`src/rtl/mac_pipe_ctrl.sv`:
```
// Issue sequencer for the neuron MAC pipeline. It walks the operand addresses, injects
// enable/restart tokens into stage 1, waits for the pipeline to drain, then pulses done.
module mac_pipe_ctrl #(
  parameter int ADDR_W     = 8,
  parameter int PIPE_DEPTH = 3
) (
  input  logic              clk,
  input  logic              rst,
  input  logic              start,
  input  logic [ADDR_W-1:0] num_terms,
  input  logic              stall,
  input  logic              abort,
  output logic              busy,
  output logic [ADDR_W-1:0] mem_addr,
  output logic              pipe_enable,
  output logic              pipe_restart,
  output logic              done,
  output logic              err
);

  typedef enum logic [1:0] {IDLE, ISSUE, DRAIN, DONE} state_t;

  // The drain count starts one below the depth because the cycle that counts down to 0 is
  // itself a drain cycle.
  localparam logic [3:0] DRAIN_INIT = 4'(PIPE_DEPTH - 1);

  state_t            state_q, state_d;
  logic [ADDR_W-1:0] idx_q, idx_d;
  logic [ADDR_W-1:0] n_lat_q, n_lat_d;
  logic [3:0]        drain_cnt_q, drain_cnt_d;
  logic              err_q, err_d;
  logic              last_term;

  assign last_term = (idx_q == n_lat_q - ADDR_W'(1));

  always_ff @(posedge clk) begin
    if (rst) begin
      state_q     <= IDLE;
      idx_q       <= '0;
      n_lat_q     <= '0;
      drain_cnt_q <= '0;
      err_q       <= 1'b0;
    end else begin
      state_q     <= state_d;
      idx_q       <= idx_d;
      n_lat_q     <= n_lat_d;
      drain_cnt_q <= drain_cnt_d;
      err_q       <= err_d;
    end
  end

  always_comb begin
    state_d      = state_q;
    idx_d        = idx_q;
    n_lat_d      = n_lat_q;
    drain_cnt_d  = drain_cnt_q;
    err_d        = 1'b0;
    pipe_enable  = 1'b0;
    pipe_restart = 1'b0;
    case (state_q)
      IDLE: begin
        if (start) begin
          if (num_terms != '0) begin
            n_lat_d = num_terms;
            idx_d   = '0;
            state_d = ISSUE;
          end else begin
            err_d = 1'b1;
          end
        end
      end
      ISSUE: begin
        pipe_enable  = ~stall;
        pipe_restart = ~stall & (idx_q == '0);
        if (abort) begin
          state_d = IDLE;
        end else if (!stall) begin
          if (last_term) begin
            state_d     = DRAIN;
            drain_cnt_d = DRAIN_INIT;
          end else begin
            idx_d = idx_q + ADDR_W'(1);
          end
        end
      end
      DRAIN: begin
        if (abort) begin
          state_d = IDLE;
        end else if (drain_cnt_q == 4'd0) begin
          state_d = DONE;
        end else begin
          drain_cnt_d = drain_cnt_q - 4'd1;
        end
      end
      DONE: state_d = IDLE;
      default: state_d = IDLE;
    endcase
  end

  assign busy     = (state_q != IDLE);
  assign done     = (state_q == DONE);
  assign err      = err_q;
  assign mem_addr = idx_q;

endmodule
```
`config.mk`:
```
export PLATFORM = sky130hd
export DESIGN_NAME = mac_pipe_ctrl
export DESIGN_NICKNAME = d
export VERILOG_FILES = /design/src/rtl/mac_pipe_ctrl.sv
export SDC_FILE = /design/constraint.sdc
export NUM_CORES = 1
export LEC_CHECK = 0
export BUFFER_PORTS_ARGS = -buffer_cell sky130_fd_sc_hd__buf_2
export CORE_MARGIN = 5
export CORE_UTILIZATION = 51
export CTS_BUF_LIST = sky130_fd_sc_hd__clkbuf_2
export DETAILED_ROUTE_END_ITERATION = 12
export PLACE_DENSITY = 0.77
export SLEW_MARGIN = 25
export SYNTH_ARGS = -nofsm -noshare
export SYNTH_HDL_FRONTEND = slang
export SYNTH_SLANG_ARGS = --single-unit
```
`constraint.sdc`:
```
create_clock -name clk -period 2.1 [get_ports clk]
set_clock_uncertainty 0.05 [all_clocks]
set_input_delay 0.315 -clock clk [delete_from_list [all_inputs] [get_ports clk]]
set_output_delay 0.315 -clock clk [all_outputs]
set_load 0.005 [all_outputs]
```
==> run_results.csv <==
group,metric,value,unit
die,fp.dieH,62.5,um
placed_design,place.port_buffers,25,
clocking,h-tree-depth,1,
final_layout,drive_above_1_share,0.394,
synth,ys_async_sr_fraction,0,
setup_path,reg2reg_setup_slack,-0.02,ns
setup_path,worstReg2RegStart,"n_lat_q[3]",
sta,fin_tns_setup,-0.0977,ns
clocking,clk_pin_slew_worst_paths,0.22,ns
die,initial_core_util,0.523,
setup_path,path_cells,"nor4_4 -> buf_4 -> a21oi_2 -> o21bai_2 -> and2_4 -> o31ai_4 -> buf_6 -> or3_4 -> a21oi_2",
run,max_cap_violations,0,
global_route,grt_use_met3,0.0306,
die,ios,26,
global_route,grt_max_degree,18,
synth,synth_edf_count,0,
global_route,grt_pass1_vias,1392,
die,die_area,3900,um2
placed_design,gp_congestion,0.987,
global_route,grtUsageTotal,0.184,
sta,rsz0062_at_grt,"yes",
final_layout,multiInputGateArea,991,um2
route,vias,1454,
global_route,grt_pass1_wl,6020,um
min_path,hp-class,"input pin to flip-flop",
final_layout,final_cell_mix,"buf_2, buf_4, nor2_1",
final_layout,seq_area,473,um2
die,die_width,62.5,um
final_layout,finalNonFillerCells,249,
pwr,vdd_drop_max,0.509,mV
sta,slew_headroom,0.428,
die,rows,19,
synth,yosysWarnings,0,
synth,synth.avg_cell_area,8.07,um2
synth,synthCells,174,
setup_path,reg2reg_depth,9,
sta,drv_slew,0,
setup_path,max_stage_delay,0.41,ns
route,firstDrtPassIters,4,
global_route,grt_overflow,0,
setup_path,crit_path_start_kind,"flip-flop",
synth,yosysSeqAreaShare,0.328,
synth,synth_nets,191,
placed_design,hpwl,2650,um
synth,synthDistinctLibCells,42,
setup_path,crit_type,"flip-flop to flip-flop",
setup_path,cp_max_fo,6,
min_path,holdPathStages,2,
setup_path,worst_path_max_delay_cell,"dfxtp_4",
clocking,worstSkewPairLatency,0.36,ns
clocking,clock_path_buffers,2,
sta,hold_viol_final,0,
min_path,holdPathEnd,"state_q[1]",
synth,ys_ff_latch,23,
global_route,grt_antenna_before_repair,0,
pwr,power_density,507,nW/um2
sta,max_freq,0.471,GHz
placed_design,pre_cts_ws,-0.0941,ns
global_route,top_usage_layer,"met2",
route,ant_nets,0,
clocking,cts.sinks,23,
final_layout,final_nets,236,
status,violations,"negative setup slack",
setup_path,end_kind,"flip-flop",
placed_design,placed_cell_area,1630,um2
synth,dominantRegCellSynth,"dfxtp_1",
final_layout,area_growth,31.3,%
route,wire_per_inst,15.1,um
die,coreArea,2690,um2
sta,worst_slew_pin_slew,0.858,ns
clocking,postCtsHoldBufs,0,
sta,period_share,1.01,
setup_path,cp_common_cell,"a21oi_2",
placed_design,placed_cells,236,
setup_path,timing.rr.end,"mem_addr[4]",
global_route,use_met1,0.235,
clocking,numCtsBuffers,3,
sta,setup_slack,-0.0246,ns
final_layout,design_area,1840,um2
sta,setup_violations,8,
global_route,gr-usage-met2,0.303,
setup_path,cp.arrival,2.38,ns
synth,syn-cell-area,1400,um2
route,routed_wl,3770,um
final_layout,antenna_cells,0,
route,route.detailed.drc,0,
min_path,worstHoldStart,"abort",
route,via_per_inst,5.84,
route,drtIter0Drc,112,
status,status,"finished, violations left",
clocking,cts_tree,"yes",
final_layout,final_common_cell,"buf_2",
pwr,cellLeakagePower,0.791,nW
setup_path,cp_data_required_time,2.35,ns
clocking,root_buffer,"clkbuf_2",
final_layout,fillers,217,
sta,fin_crit,2.12,ns
==> kinds of logic after synthesis <==
kind of cell	synth area share
AND/OR/NAND/NOR	0.291
AO/OA/AOI/OAI	0.190
flip-flops	0.328
buffers and inverters	0.0454
XOR/XNOR	0.0749
multiplexers	0.0357
adder cells (fa/ha/maj)	0.0357
==> cell usage after synthesis, types with 2 or more instances <==
cell / instances / share of area
a311oi_1: 2 / 0.012
nand2_1: 11 / 0.029
xor2_1: 4 / 0.025
nand3_1: 7 / 0.025
xnor2_1: 8 / 0.050
nor4_1: 3 / 0.013
nand2b_1: 4 / 0.018
ha_1: 4 / 0.036
nor3_1: 8 / 0.029
mux2i_1: 5 / 0.036
a21oi_1: 16 / 0.057
o31ai_1: 2 / 0.011
nand4_1: 4 / 0.018
o21ai_1: 6 / 0.021
nor2b_1: 4 / 0.018
inv_1: 8 / 0.021
dfxtp_1: 23 / 0.33
buf_2: 3 / 0.011
and2_1: 3 / 0.013
and3_1: 2 / 0.0089
or3_1: 6 / 0.027
nor2_1: 19 / 0.051
o21bai_1: 3 / 0.016
==> report_power, final <==
| group | switching (W) | leakage, nW | internal [W] |
|---|---|---|---|
| combinational | 0.000135 | 0.584 | 0.000136 |
| clock | 0.000144 | 0.0166 | 0.0000503 |
| sequential | 0.0000176 | 0.191 | 0.000452 |
==> registers in the layout (all words and copies together), names as in the netlist <==
name / cells
state_q: 2
mem_addr: 8
n_lat_q: 8
drain_cnt_q: 4
err: 1
==> area by class of cell <==
cell class                      instances  share of cell area
Tap cell                               31              0.0210
Clock buffer                            4              0.0109
Sequential cell                        23               0.257
Timing Repair Buffer                   46               0.158
Inverter                                8              0.0163
Multi-Input combinational cell        137               0.538
==> critical path, delay by kind of cell, from the launching register on <==
family / cells / cell delay (ns)
simple gates: 3 / 0.88
compound gates: 4 / 0.42
flops: 1 / 0.41
buf+inv: 2 / 0.33
==> stage by stage <==
stage | util | hold WS, ns | power [W]
floorplan | - | 0.344 | 0.000622
global placement | 0.606 | 0.420 | 0.000673
detailed placement | 0.606 | 0.422 | 0.000681
CTS | 0.628 | 0.135 | 0.000876
global route | 0.686 | 0.0958 | 0.000981
finish | 0.686 | 0.109 | 0.000935
==> metal layers <==
layer  wire length, um  up-vias
met1              1680      693
met2              1830       45
met3               191        9
met4                63        0
met5                 0        -
li1                  -      707
==> worst max path at each step <==
stage / start / to / cells past startpoint
after floorplan: n_lat_q[0] / mem_addr[0] / 11
after global placement: n_lat_q[0] / drain_cnt_q[1] / 10
after detailed placement: n_lat_q[0] / mem_addr[4] / 10
after CTS: state_q[1] / pipe_restart / 6
after global routing: n_lat_q[3] / mem_addr[3] / 10
final: n_lat_q[3] / mem_addr[4] / 9
==> what timing repair did <==
action	in CTS	in global routing
buffers inserted	2	6
endpoints found under the setup margin	10	15
resized for setup	6	31
pin swaps	2	18
cloned	0	1
(Power assumes the default switching activity.)
